`config.mk`:
```
export PLATFORM = sky130hd
export DESIGN_NAME = seq_scan_ctrl
export DESIGN_NICKNAME = d
export VERILOG_FILES = /design/src/rtl/seq_scan_pkg.sv /design/src/rtl/seq_scan_match.sv /design/src/rtl/seq_scan_ctrl.sv
export SDC_FILE = /design/constraint.sdc
export NUM_CORES = 1
export LEC_CHECK = 0
export ABC_AREA = 1
export BUFFER_PORTS_ARGS = -buffer_cell sky130_fd_sc_hd__buf_2
export CORE_UTILIZATION = 35
export DETAILED_ROUTE_END_ITERATION = 16
export GPL_TIMING_DRIVEN = 0
export SLEW_MARGIN = 5
export SYNTH_ARGS = -nofsm -noshare
export SYNTH_HDL_FRONTEND = slang
export SYNTH_SLANG_ARGS = --single-unit
```
`constraint.sdc`:
```
create_clock -name i_clk -period 1.4 [get_ports i_clk]
set_clock_uncertainty 0.15 [all_clocks]
set_input_delay 0.07 -clock i_clk [delete_from_list [all_inputs] [get_ports i_clk]]
set_output_delay 0.07 -clock i_clk [all_outputs]
set_load 0.02 [all_outputs]
```
`src/rtl/seq_scan_pkg.sv`:
```
// seq_scan_pkg: shared types and default sizing for the serial scan controller.
//   state_e : controller states (IDLE=1'b0, SHIFT=1'b1)
//   DEF_DW  : default input word width
//   DEF_PW  : default pattern length
//   DEF_CW  : default hit counter width
package seq_scan_pkg;

    typedef enum logic {
        IDLE  = 1'b0,
        SHIFT = 1'b1
    } state_e;

    localparam int unsigned DEF_DW = 8;
    localparam int unsigned DEF_PW = 4;
    localparam int unsigned DEF_CW = 8;

endpackage

```
`src/rtl/seq_scan_match.sv`:
```
// seq_scan_match: sliding-window pattern matcher with saturating hit counter.
//   i_clk       : clock, rising edge
//   i_rstn      : synchronous active-low reset
//   i_clr       : clears window, fill count, pending hit and counter
//   i_bit       : serial bit
//   i_bit_vld   : i_bit valid this cycle
//   i_pattern   : pattern that belongs to i_bit (captured with the bit)
//   i_overlap   : overlap mode that belongs to i_bit (captured with the bit)
//   o_hit       : one-cycle pulse per match
//   o_hit_cnt   : saturating count of hits
module seq_scan_match
    import seq_scan_pkg::*;
#(
    parameter int unsigned PW = DEF_PW,
    parameter int unsigned CW = DEF_CW
) (
    input  logic          i_clk,
    input  logic          i_rstn,
    input  logic          i_clr,
    input  logic          i_bit,
    input  logic          i_bit_vld,
    input  logic [PW-1:0] i_pattern,
    input  logic          i_overlap,
    output logic          o_hit,
    output logic [CW-1:0] o_hit_cnt
);

    localparam int unsigned FW = $clog2(PW + 1);
    localparam logic [FW-1:0] FILL_FULL = FW'(PW);
    localparam logic [CW-1:0] CNT_MAX   = {CW{1'b1}};

    logic [PW-1:0] r_win;
    logic [FW-1:0] r_fill;
    logic          r_upd;      // window took a new bit on the previous edge
    logic [PW-1:0] r_pat;      // pattern travelling with the newest window bit
    logic          r_ovl;
    logic          r_hit;
    logic [CW-1:0] r_cnt;

    logic          w_match;

    // Evaluated only once per window update so a static window never re-fires
    assign w_match = r_upd && (r_fill == FILL_FULL) && (r_win == r_pat);

    always_ff @(posedge i_clk) begin
        if (!i_rstn) begin
            r_win  <= '0;
            r_fill <= '0;
            r_upd  <= 1'b0;
            r_pat  <= '0;
            r_ovl  <= 1'b0;
            r_hit  <= 1'b0;
            r_cnt  <= '0;
        end else if (i_clr) begin
            // Drops the incoming bit and any hit pending this cycle
            r_win  <= '0;
            r_fill <= '0;
            r_upd  <= 1'b0;
            r_hit  <= 1'b0;
            r_cnt  <= '0;
        end else begin
            r_upd <= i_bit_vld;
            r_hit <= w_match;

            if (w_match && (r_cnt != CNT_MAX)) begin
                r_cnt <= r_cnt + CW'(1);
            end

            if (i_bit_vld) begin
                r_win <= {r_win[PW-2:0], i_bit};
                r_pat <= i_pattern;
                r_ovl <= i_overlap;
            end

            // Non-overlap restarts the fill; a bit arriving on the same edge
            // is the first fresh bit of the next candidate
            if (w_match && !r_ovl) begin
                r_fill <= i_bit_vld ? FW'(1) : '0;
            end else if (i_bit_vld && (r_fill != FILL_FULL)) begin
                r_fill <= r_fill + FW'(1);
            end
        end
    end

    assign o_hit     = r_hit;
    assign o_hit_cnt = r_cnt;

endmodule

```
`src/rtl/seq_scan_ctrl.sv`:
```
// seq_scan_ctrl: accepts words over valid/ready, serializes them MSB-first
// into a continuous bit stream and scans it for a programmable pattern.
//   i_clk, i_rstn : clock / synchronous active-low reset
//   i_data, i_valid, o_ready : word input handshake
//   i_pattern, i_overlap     : scan configuration, captured on acceptance
//   i_clr                    : clears hit counter and match history
//   o_ser_bit, o_ser_vld     : serial stream
//   o_hit, o_hit_cnt         : match pulse and saturating match count
//   o_busy, o_done           : word in flight / end-of-word pulse
// Optional (macro SEQ_SCAN_IRQ_EN): o_irq sticky hit interrupt, i_irq_ack.
module seq_scan_ctrl
    import seq_scan_pkg::*;
#(
    parameter int unsigned DW = DEF_DW,
    parameter int unsigned PW = DEF_PW,
    parameter int unsigned CW = DEF_CW
) (
    input  logic          i_clk,
    input  logic          i_rstn,
    input  logic [DW-1:0] i_data,
    input  logic          i_valid,
    output logic          o_ready,
    input  logic [PW-1:0] i_pattern,
    input  logic          i_overlap,
    input  logic          i_clr,
    output logic          o_ser_bit,
    output logic          o_ser_vld,
    output logic          o_hit,
    output logic [CW-1:0] o_hit_cnt,
    output logic          o_busy,
    output logic          o_done
`ifdef SEQ_SCAN_IRQ_EN
    ,
    output logic          o_irq,
    input  logic          i_irq_ack
`endif
);

    localparam int unsigned BCW = $clog2(DW);
    localparam logic [BCW-1:0] LAST_BIT = BCW'(DW - 1);

    state_e        r_state;
    logic [DW-1:0] r_shreg;
    logic [BCW-1:0] r_bitcnt;
    logic [PW-1:0] r_pat;
    logic          r_ovl;
    logic          r_ser_bit;
    logic          r_ser_vld;
    logic [PW-1:0] r_ser_pat;   // pattern of the word the launched bit came from
    logic          r_ser_ovl;
    logic          r_last;      // last bit of a word launched on the previous edge
    logic          r_done;

    logic          w_ready;
    logic          w_hit;
    logic [CW-1:0] w_hit_cnt;

    // Ready in IDLE and in the cycle launching the final bit (zero-bubble reload)
    assign w_ready = (r_state == IDLE) || ((r_state == SHIFT) && (r_bitcnt == LAST_BIT));

    // Handshake, shift register and bit counter
    always_ff @(posedge i_clk) begin
        if (!i_rstn) begin
            r_state   <= IDLE;
            r_shreg   <= '0;
            r_bitcnt  <= '0;
            r_pat     <= '0;
            r_ovl     <= 1'b0;
            r_ser_bit <= 1'b0;
            r_ser_vld <= 1'b0;
            r_ser_pat <= '0;
            r_ser_ovl <= 1'b0;
            r_last    <= 1'b0;
            r_done    <= 1'b0;
        end else begin
            r_ser_bit <= 1'b0;
            r_ser_vld <= 1'b0;
            r_last    <= 1'b0;
            r_done    <= r_last;

            case (r_state)
                IDLE: begin
                    if (i_valid) begin
                        r_shreg  <= i_data;
                        r_pat    <= i_pattern;
                        r_ovl    <= i_overlap;
                        r_bitcnt <= '0;
                        r_state  <= SHIFT;
                    end
                end
                SHIFT: begin
                    r_ser_bit <= r_shreg[DW-1];
                    r_ser_vld <= 1'b1;
                    r_ser_pat <= r_pat;
                    r_ser_ovl <= r_ovl;
                    r_shreg   <= {r_shreg[DW-2:0], 1'b0};
                    r_bitcnt  <= r_bitcnt + BCW'(1);
                    if (r_bitcnt == LAST_BIT) begin
                        r_last <= 1'b1;
                        if (i_valid) begin
                            r_shreg  <= i_data;
                            r_pat    <= i_pattern;
                            r_ovl    <= i_overlap;
                            r_bitcnt <= '0;
                        end else begin
                            r_state <= IDLE;
                        end
                    end
                end
                default: r_state <= IDLE;
            endcase
        end
    end

    seq_scan_match #(
        .PW (PW),
        .CW (CW)
    ) u_match (
        .i_clk     (i_clk),
        .i_rstn    (i_rstn),
        .i_clr     (i_clr),
        .i_bit     (r_ser_bit),
        .i_bit_vld (r_ser_vld),
        .i_pattern (r_ser_pat),
        .i_overlap (r_ser_ovl),
        .o_hit     (w_hit),
        .o_hit_cnt (w_hit_cnt)
    );

`ifdef SEQ_SCAN_IRQ_EN
    logic r_irq;

    // Sticky interrupt; acknowledge wins over a coincident hit
    always_ff @(posedge i_clk) begin
        if (!i_rstn) begin
            r_irq <= 1'b0;
        end else if (i_irq_ack) begin
            r_irq <= 1'b0;
        end else if (w_hit) begin
            r_irq <= 1'b1;
        end
    end

    assign o_irq = r_irq;
`endif

    assign o_ready   = w_ready;
    assign o_ser_bit = r_ser_bit;
    assign o_ser_vld = r_ser_vld;
    assign o_hit     = w_hit;
    assign o_hit_cnt = w_hit_cnt;
    assign o_busy    = (r_state == SHIFT) || r_ser_vld;
    assign o_done    = r_done;

endmodule

```
==> results of run 1 <==
-- critical path, stage by stage, from the launching register on --
cell and delay, ps:
dfxtp_2 340, inv_2 70, ha_4 140, nand2_4 40, inv_2 60, nand2_2 60
nor2_4 140, nand2_4 100, inv_8 100, nand2_8 90, nand2_2 90, a21oi_2 40
-- final timing paths --
kind                          endpoint               from  slack (ps)
setup reg to reg  u_match.o_hit_cnt[5]  u_match.r_fill[0]        -130
hold / removal             r_bitcnt[2]             i_rstn          30
setup / recovery  u_match.o_hit_cnt[5]  u_match.r_fill[0]        -130
hold reg to reg              o_ser_bit         r_shreg[7]         280
-- what timing repair did --
action / in CTS / in global routing
gates resized for setup: 23 / 24
hold endpoints to repair: 22 / 0
setup endpoints to repair: 27 / 35
pin swaps: 7 / 5
buffers inserted: 6 / 0
hold buffers: 16 / 0
cloned: 1 / 0
-- metrics by stage --
| step | util (%) | setup slack [ps] | area, sq um |
|---|---|---|---|
| 6_report | 50.79 | -132.6 | 2814 |
| 5_1_grt | 50.79 | -198.2 | 2814 |
| 4_1_cts | 49.30 | -96.60 | 2731 |
| 3_5_place_dp | 42.12 | -205.8 | 2333 |
| 3_3_place_gp | 42.12 | -161.9 | 2333 |
| 2_1_floorplan | - | -49.39 | 2093 |
-- cell usage in the layout (no fill, tap or decap), drive strengths merged, types with 5 or more instances in the layout --
cell	instances
nand2	49
mux2i	7
inv	33
dfxtp	48
o21ai	27
nor2	34
clkbuf	6
dlygate4sd3	16
nand3	11
buf	41
a21oi	31
xor2	5
ha	5
-- cell type report --
type | count | area (sq um)
Timing Repair Buffer | 52 | 374.1
Sequential cell | 48 | 979.7
Inverter | 33 | 141.4
Clock buffer | 6 | 93.84
Timing Repair inverter | 1 | 5.005
Multi-Input combinational cell | 173 | 1101
Tap cell | 72 | 90.09
Buffer | 5 | 28.78
Fill cell | 553 | 2726
-- power by group through the flow --
stage	Combinational [mW]	Sequential [mW]	Clock [mW]
finish	0.314	1.46	0.854
global route	0.357	1.47	0.942
CTS	0.297	1.46	0.891
detailed placement	0.238	1.49	0
global placement	0.233	1.49	0
floorplan	0.166	1.48	0
-- metal layers --
| metal | GRT usage (%) | vias up | wire length, microns |
|---|---|---|---|
| met5 | 0 | - | 0 |
| met4 | 4.630 | 0 | 37 |
| met3 | 3.837 | 5 | 141 |
| met2 | 26.67 | 27 | 2030 |
| met1 | 17.82 | 800 | 1982 |
| li1 | - | 954 | - |
-- flip-flops by register name, indices dropped and copies added, names as in the netlist, 3 cells and up --
name / count
u_match.r_fill: 3
u_match.r_pat: 4
r_ser_pat: 4
r_pat: 4
u_match.r_win: 4
r_shreg: 8
u_match.o_hit_cnt: 8
r_bitcnt: 3
-- cells by family (layout without fill, tap and decap cells) --
kind of cell             Yosys count  count (layout)  share of synthesized area, %
AO/OA/AOI/OAI                     59              59                         15.30
adder cells (fa/ha/maj)            5               5                         3.085
XOR/XNOR                           6               6                         2.591
buffers and inverters             38              97                         7.835
flip-flops                        48              48                         47.38
multiplexers                       7               7                         3.455
AND/OR/NAND/NOR                   96              96                         20.36
==> results.tsv, run 1 <==
stage	metric	value	unit
outcome	status	finished, violations left	
outcome	violations	negative setup slack	
sta	fmax	652.5	MHz
power	p_sw	0.6175	mW
synthesis	avgSynthCellArea	7.831	sq um
die	num_io_pins	31	
hold_path	whs_path_depth	3	
clock_network	clk_latency	290	ps
routing	drt_iter0_drc	38	
routing	via_per_inst	4.579	
routing	first_pass_iters	4	
power	swShare	23.51	%
sta	setup_viol	17	
clock_network	cts_root_buf	clkbuf_8	
synthesis	synth_edf_count	0	
setup_path	critPathCaptureType	flop	
hold_path	min_path_type	in2reg	
global_routing	grt_pass1_vias	1739	
die	die_w	78.13	microns
sta	slew_viol_final	0	
synthesis	yosys-top-cells-count	48 x dfxtp_1, 48 x nand2_1, 30 x a21oi_1, 30 x nor2_1, 28 x inv_1	
setup_path	required	1430	ps
die	core-area	0.005540	sq mm
synthesis	syn_inst	259	
sta	fin_crit_sh	109.5	%
placed_design	dp_cells	361	
global_routing	antenna_found_initial	0	
die	fp.dieH	78.13	microns
synthesis	synth_top_area_cell	dfxtp_1	
synthesis	seq_area_frac_synth	47.38	%
clock_network	cts_tree	yes	
routing	ant_nets	0	
routing	avgRoutedWirePerCell	10.75	microns
routing	wirelength	4.191	mm
placed_design	port_buffers	30	
power	seqPwrFrac	55.5	%
job	cap_violations	0	
synthesis	yosys_register_bits	48	
die	row_count	27	
placed_design	dp_hpwl	2.811	mm
power	p_int	2.009	mW
clock_network	cts_made_buffers	5	
sta	period_minus_slack	1533	ps
setup_path	arrival	1560	ps
routing	via_count	1786	
setup_path	start_kind	flop	
synthesis	async_flop_share	0	%
setup_path	r2r_cells	11	
sta	hold_ws	28.46	ps
setup_path	path_max_fanout	8	
global_routing	grt_pass1_wl	7.376	mm
synthesis	ys_types	24	
sta	slew_headroom	73.63	%
sta	fin_tns_setup	-1694	ps
sta	rsz0062_at_grt	yes	
layout	finalNonFillerCells	390	
power	pwr-share-clk	32.5	%
global_routing	grt_max_degree	14	
setup_path	crit_type	reg2reg	
layout	antennaDiodeCount	0	
layout	drive_gt1_share	33.65	%
global_routing	grt_util_all_layers	15.10	%
synthesis	synth_top_area_share	47.38	%
sta	worst_slew_pin_slew	395.5	ps
synthesis	synth_fp_nets	281	
placed_design	place_congestion	0.7676	
synthesis	synthTopCellsByArea	dfxtp_1 47%, nand2_1 8.9%, a21oi_1 7.4%	
layout	layout.nets	341	
global_routing	grt_overflow	0	
die	dieArea	0.006104	sq mm
power	fin_total_pwr	2.627	mW
clock_network	clkSinkCount	48	
synthesis	synthFlopType	dfxtp_1	
layout	syn_to_final_growth	38.74	%
power	comb_power_share	12.0	%
clock_network	htree_levels	2	
power	peakVddDrop	0.7170	mV
clock_network	clk_path_buf_depth	2	
routing	drc	0	
clock_network	clk_pin_slew	80	ps
synthesis	syn-cell-area	0.002028	sq mm
synthesis	ys_warn_count	0	
sta	fin_ws	-132.6	ps
die	initial_utilization	36.61	%
power	leakagePower	1.202	nW
sta	hold_violations	0	
power	p_per_area	933.5	mW/mm^2
Note: power is estimated with default switching activity, not from simulation.
==> run 2: changes to the inputs <==
clock period = 1.9 ns   (was 1.4 ns; I/O delays follow)
==> run 2 against run 1 <==
  * The run now ends clean
  * Final cell count fell by 1.3%
  * Final area fell by 9.6%
  * Combinational power fell by 38%
  * Count of clock-buffer cells in the layout fell by 1
  * Clock power fell by 11%
  * Largest power group unchanged
==> results.tsv, run 2 (synthesized netlist as in run 1, its figures left out) <==
stage	metric	value	unit	change
routing	drt_iter0_drc	52		was 38
setup_path	cp_common_cell	ha_1		
sta	fmax	595.7	MHz	was 652.5 MHz
sta	slew_headroom	71.28	%	was 73.63%
clock_network	htree_levels	2		unchanged
routing	first_pass_iters	4		unchanged
global_routing	antenna_found_initial	0		unchanged
layout	syn_to_final_growth	25.48	%	was 38.74%
power	leakagePower	1.150	nW	was 1.202 nW
hold_path	whs_path_depth	2		was 3
global_routing	met1_usage	16.65	%	was 17.82%
sta	worst_slew_pin_slew	430.8	ps	was 395.5 ps
job	cap_violations	0		unchanged
die	core-area	0.005540	sq mm	unchanged
setup_path	path_depth	5		was 11
clock_network	clk_latency	300	ps	was 290 ps
layout	layout.nets	334		was 341
global_routing	grt_util_all_layers	13.95	%	was 15.10%
sta	hold_violations	0		unchanged
sta	slew_viol_final	0		unchanged
global_routing	grt_pass1_wl	6.810	mm	was 7.376 mm
placed_design	dp_hpwl	2.784	mm	was 2.811 mm
die	num_io_pins	31		unchanged
clock_network	postCtsSetupBuffers	0		was 6
clock_network	cts_tree	yes		unchanged
setup_path	cpMaxStageDelayCell	a21oi_4		was dfxtp_2
sta	hold_ws	269.4	ps	was 28.46 ps
outcome	status	finished clean		was finished, violations left
layout	drive_gt1_share	16.61	%	was 33.65%
setup_path	arrival	1720	ps	was 1560 ps
die	initial_utilization	36.61	%	unchanged
power	p_per_area	795.6	mW/mm^2	was 933.5 mW/mm^2
die	row_count	27		unchanged
routing	drc	0		unchanged
placed_design	port_buffers	30		unchanged
placed_design	place_congestion	0.7470		was 0.7676
die	fp.dieH	78.13	microns	unchanged
global_routing	use_met3	3.256	%	was 3.837%
setup_path	required	1940	ps	was 1430 ps
sta	setup_viol	0		was 17
sta	period_minus_slack	1679	ps	was 1533 ps
routing	via_count	1728		was 1786
setup_path	start_kind	flop		unchanged
setup_path	crit_chain	ha_1, ha_1, a21oi_4, mux2i_1, a21oi_1		was inv_2, ha_4, nand2_4, inv_2, nand2_2, nor2_4, nand2_4, inv_8, nand2_8, nand2_2, a21oi_2
sta	fin_crit_sh	88.36	%	was 109.5%
die	dieArea	0.006104	sq mm	unchanged
global_routing	busiest_layer	met2		unchanged
sta	rsz0062_at_grt	no		was yes
global_routing	grt_pass1_vias	1575		was 1739
global_routing	grt_overflow	0		unchanged
clock_network	cts_root_buf	clkbuf_8		unchanged
global_routing	grt_max_degree	17		was 14
clock_network	clk_pin_slew	90	ps	was 80 ps
power	peakVddDrop	0.4392	mV	was 0.7170 mV
clock_network	clkSinkCount	48		unchanged
routing	wirelength	3.935	mm	was 4.191 mm
clock_network	cts_resized	0		was 23
clock_network	clk_path_buf_depth	2		unchanged
setup_path	cp_top_family	compound AO/OA/AOI/OAI gates		was simple AND/OR/NAND/NOR gates
routing	ant_nets	0		unchanged
layout	final_cell_mix	48 x nand2_1, 48 x dfxtp_1, 32 x buf_2, 30 x nor2_1, 30 x a21oi_1		was 37 x dfxtp_1, 35 x nand2_1, 31 x buf_2, 26 x o21ai_0, 24 x nor2_1
setup_path	slowest_delay	350	ps	was 340 ps
routing	via_per_inst	4.488		was 4.579
layout	antennaDiodeCount	0		unchanged
global_routing	use_met2	24.30	%	was 26.67%
clock_network	cts_made_buffers	5		unchanged
setup_path	critPathCaptureType	flop		unchanged
sta	fin_tns_setup	0	ps	was -1694 ps
setup_path	cp.buffers_inverters	0		was 3
die	die_w	78.13	microns	unchanged
setup_path	crit_type	reg2reg		unchanged
setup_path	r2r_cells	5		was 11
routing	avgRoutedWirePerCell	10.22	microns	was 10.75 microns
setup_path	path_max_fanout	9		was 8
hold_path	min_path_type	reg2reg		was in2reg
==> run 2: changes by cell type in the layout (fill, tap and decap cells not counted), moves of 5 or more <==
| cell | delta |
|---|---|
| inv_2 | -5 |
| buf_4 | -5 |
| dfxtp_1 | +11 |
| nand2_2 | -8 |
| a21oi_1 | +8 |
| dfxtp_2 | -9 |
| inv_1 | +5 |
| a21oi_2 | -8 |
| nor2_1 | +6 |
| nand2_1 | +13 |
==> run 2: layout make-up <==
type / count / area (sq um)
timing repair buffer: 46 / 310.3
buffer: 5 / 28.78
multi-input combinational: 173 / 908.4
fill: 588 / 2995
clock inverter: 3 / 47.55
sequential: 48 / 960.9
inverter: 33 / 130.1
clock buffer: 5 / 68.82
tap: 72 / 90.09
==> run 2: stage by stage <==
step,cell area [sq um],util (%),power [mW],setup WS [ps],cells
CTS,2545,45.93,2.055,198.9,385
detailed placement,2268,40.94,1.268,228.5,361
floorplan,2028,-,1.212,307.0,259
finish,2545,45.93,2.025,221.2,385
global placement,2268,40.94,1.265,225.1,361
global route,2545,45.93,2.129,38.40,385
==> run 2: repair_timing <==
item	CTS	global route
endpoints found under the setup margin	0	0
endpoints found under the hold margin	22	0
hold buffers	16	0
==> run 2: per-layer routing <==
layer  up-vias  wire, microns
li1        939              -
met1       748           1885
met2        35           1833
met3         6            164
met4         0             51
met5         -              0
==> run 2: path summary, 6_finish.rpt <==
check	start	endpoint	slack [ps]
hold reg to reg	r_last	o_done	270
setup reg to reg	r_bitcnt[0]	r_shreg[7]	220
setup / recovery	r_bitcnt[0]	r_shreg[7]	220
hold / removal	r_last	o_done	270
==> run 2: worst min-delay path, cell delays in order (launching register included) <==
cell	delay, ps
dfxtp_1	320
nand2_1	50
inv_1	40
==> run 2: where the power goes <==
part	internal, mW	switching (mW)	leakage [nW]
combinational	0.0879	0.107	0.700
clock	0.397	0.359	0.0583
sequential	1.05	0.0230	0.392
total	1.54	0.489	1.15
==> run 3: changes to the inputs <==
REMOVE_ABC_BUFFERS = 1   (was default)
TNS_END_PERCENT = 20   (was default)
clock period = 1.8 ns   (was 1.9 ns; I/O delays follow)
==> run 3 against run 2 <==
  * Count of clock-buffer cells in the layout is 1 higher
  * Clock power is 9.1% lower
  * Global-route usage hardly changed
  * Via count is 0.52% higher
  * Register-to-register slack worse by 40 ps
  * Non-clock buffer count is 5 lower
  * First-iteration DRC count is 27% lower
  * Hold slack worse by 250 ps
  * Critical path depth stayed put
  * Core utilization is 0.56 points lower
  * Final cell count is 1.3% lower
  * Largest cell class unchanged
==> results.tsv, run 3 (synthesized netlist as in run 1, its figures left out) <==
stage	metric	value	unit	change
sta	fin_crit_sh	94.19	%	
hold_path	min_from	i_rstn		was r_last
routing	avgRoutedWirePerCell	10.16	microns	was 10.22 microns
global_routing	grt_max_degree	27		was 17
routing	drt_iter0_drc	38		was 52
die	num_io_pins	31		unchanged
hold_path	whs_path_depth	3		was 2
placed_design	place_congestion	0.7579		was 0.7470
hold_path	min_path_type	in2reg		was reg2reg
global_routing	grt_pass1_wl	6.768	mm	was 6.810 mm
layout	final_util	45.37	%	was 45.93%
clock_network	cts_root_buf	clkbuf_8		unchanged
setup_path	r2r_cells	11		was 5
sta	slew_viol_final	0		unchanged
sta	slew_headroom	71.47	%	was 71.28%
clock_network	clk_latency	310	ps	was 300 ps
layout	fill_cells	568		was 588
die	row_count	27		unchanged
layout	layout_commonest_cell	dfxtp_1		
power	fin_total_pwr	2.023	mW	was 2.025 mW
layout	layout.nets	329		was 334
placed_design	placed_cell_area	0.002240	sq mm	was 0.002268 sq mm
setup_path	path_max_fanout	3		was 9
die	die_w	78.13	microns	unchanged
global_routing	busiest_layer	met2		unchanged
sta	hold_ws	18.89	ps	was 269.4 ps
layout	multiInputGateArea	913.4	sq um	was 908.4 sq um
sta	setup_viol	0		unchanged
global_routing	grt_overflow	0		unchanged
layout	seqCellArea	960.9	sq um	unchanged
clock_network	htree_levels	2		unchanged
outcome	status	finished clean		unchanged
setup_path	r2r-start	u_match.r_fill[0]		was r_bitcnt[0]
clock_network	cts_made_buffers	5		unchanged
die	fp.dieH	78.13	microns	unchanged
sta	worst_slew_pin_slew	427.4	ps	was 430.8 ps
layout	drive_gt1_share	16.88	%	was 16.61%
die	initial_utilization	36.61	%	unchanged
power	p_per_area	804.9	mW/mm^2	was 795.6 mW/mm^2
layout	syn_to_final_growth	23.94	%	was 25.48%
placed_design	port_buffers	30		unchanged
sta	period_minus_slack	1695	ps	
routing	wirelength	3.861	mm	was 3.935 mm
placed_design	dp_hpwl	2.618	mm	was 2.784 mm
layout	final_cell_mix	48 x dfxtp_1, 46 x nand2_1, 30 x nor2_1, 30 x a21oi_1, 30 x buf_2		was 48 x nand2_1, 48 x dfxtp_1, 32 x buf_2, 30 x nor2_1, 30 x a21oi_1
global_routing	met1_usage	15.87	%	was 16.65%
sta	fmax	589.8	MHz	
global_routing	grt_util_all_layers	13.98	%	was 13.95%
sta	hold_violations	0		unchanged
routing	via_per_inst	4.571		was 4.488
die	dieArea	0.006104	sq mm	unchanged
sta	rsz0062_at_grt	no		unchanged
setup_path	required	1560	ps	was 1940 ps
die	core-area	0.005540	sq mm	unchanged
layout	antennaDiodeCount	0		unchanged
routing	first_pass_iters	4		unchanged
global_routing	use_met3	3.721	%	was 3.256%
global_routing	use_met2	24.21	%	was 24.30%
setup_path	arrival	1460	ps	was 1720 ps
sta	fin_tns_setup	0	ps	unchanged
power	leakagePower	1.127	nW	was 1.150 nW
global_routing	antenna_found_initial	0		unchanged
power	peakVddDrop	0.4623	mV	was 0.4392 mV
routing	drc	0		unchanged
setup_path	cp-startpoint	r_bitcnt[0]		unchanged
setup_path	critPathCaptureType	output port		was flop
setup_path	crit_type	reg2out		was reg2reg
clock_network	clk_path_buf_depth	2		unchanged
setup_path	start_kind	flop		unchanged
clock_network	cts_tree	yes		unchanged
global_routing	grt_pass1_vias	1605		was 1575
layout	finish.instance_area	0.002514	sq mm	was 0.002545 sq mm
routing	via_count	1737		was 1728
job	cap_violations	0		unchanged
routing	ant_nets	0		unchanged
clock_network	clkSinkCount	48		unchanged
clock_network	clk_pin_slew	90	ps	about the same
## run 3: cell count changes in the layout (fill, tap and decap cells not counted), moves of 2 or more
cell,delta
buf_1,-2
clkinvlp_4,+2
clkinv_4,-2
nand2_1,-2
nand2_2,+2
buf_2,-2
## run 3: final timing paths
kind / slack (ps) / end
worst max-delay path: 100 / o_ready
worst min-delay path: 20 / o_done
worst max register to register: 180 / u_match.o_hit_cnt[0]
worst min register to register: 270 / o_done
## run 3: stage by stage
step / cells / worst slack [ps]
2_1_floorplan: 254 / 198.8
3_3_place_gp: 356 / 109.5
3_5_place_dp: 356 / 108.1
4_1_cts: 379 / 80.69
5_1_grt: 380 / 12.94
6_report: 380 / 104.6
## run 3: final cells by class
| cell class | instances | area share (%) |
|---|---|---|
| Sequential cell | 48 | 38.23 |
| Multi-Input combinational cell | 173 | 36.34 |
| Timing Repair Buffer | 46 | 12.74 |
| Inverter | 33 | 5.226 |
| Tap cell | 72 | 3.584 |
| Clock buffer | 6 | 3.285 |
| Clock inverter | 2 | 0.5973 |
## run 3: power breakdown
group | total [mW] | switching [mW] | leakage, nW | internal [mW]
logic | 0.198 | 0.107 | 0.691 | 0.0914
clock network | 0.687 | 0.376 | 0.0434 | 0.311
registers | 1.14 | 0.0288 | 0.392 | 1.11
## run 3: what timing repair did
item                                    CTS  global route
endpoints found under the setup margin    0            12
hold buffers                             15             0
resized for setup                         0             3
buffers inserted                          0             1
endpoints found under the hold margin    21             0
## run 3: worst max-delay path: stages, from the launching register on
cell,delay (ps)
dfxtp_1,340
ha_1,200
ha_1,220
inv_1,80
nand2_1,100
buf_2,200
## run 3: layer usage
layer	up-vias	wire length, microns
li1	927	-
met1	755	1873
met2	43	1768
met3	12	135
met4	0	83
met5	-	0
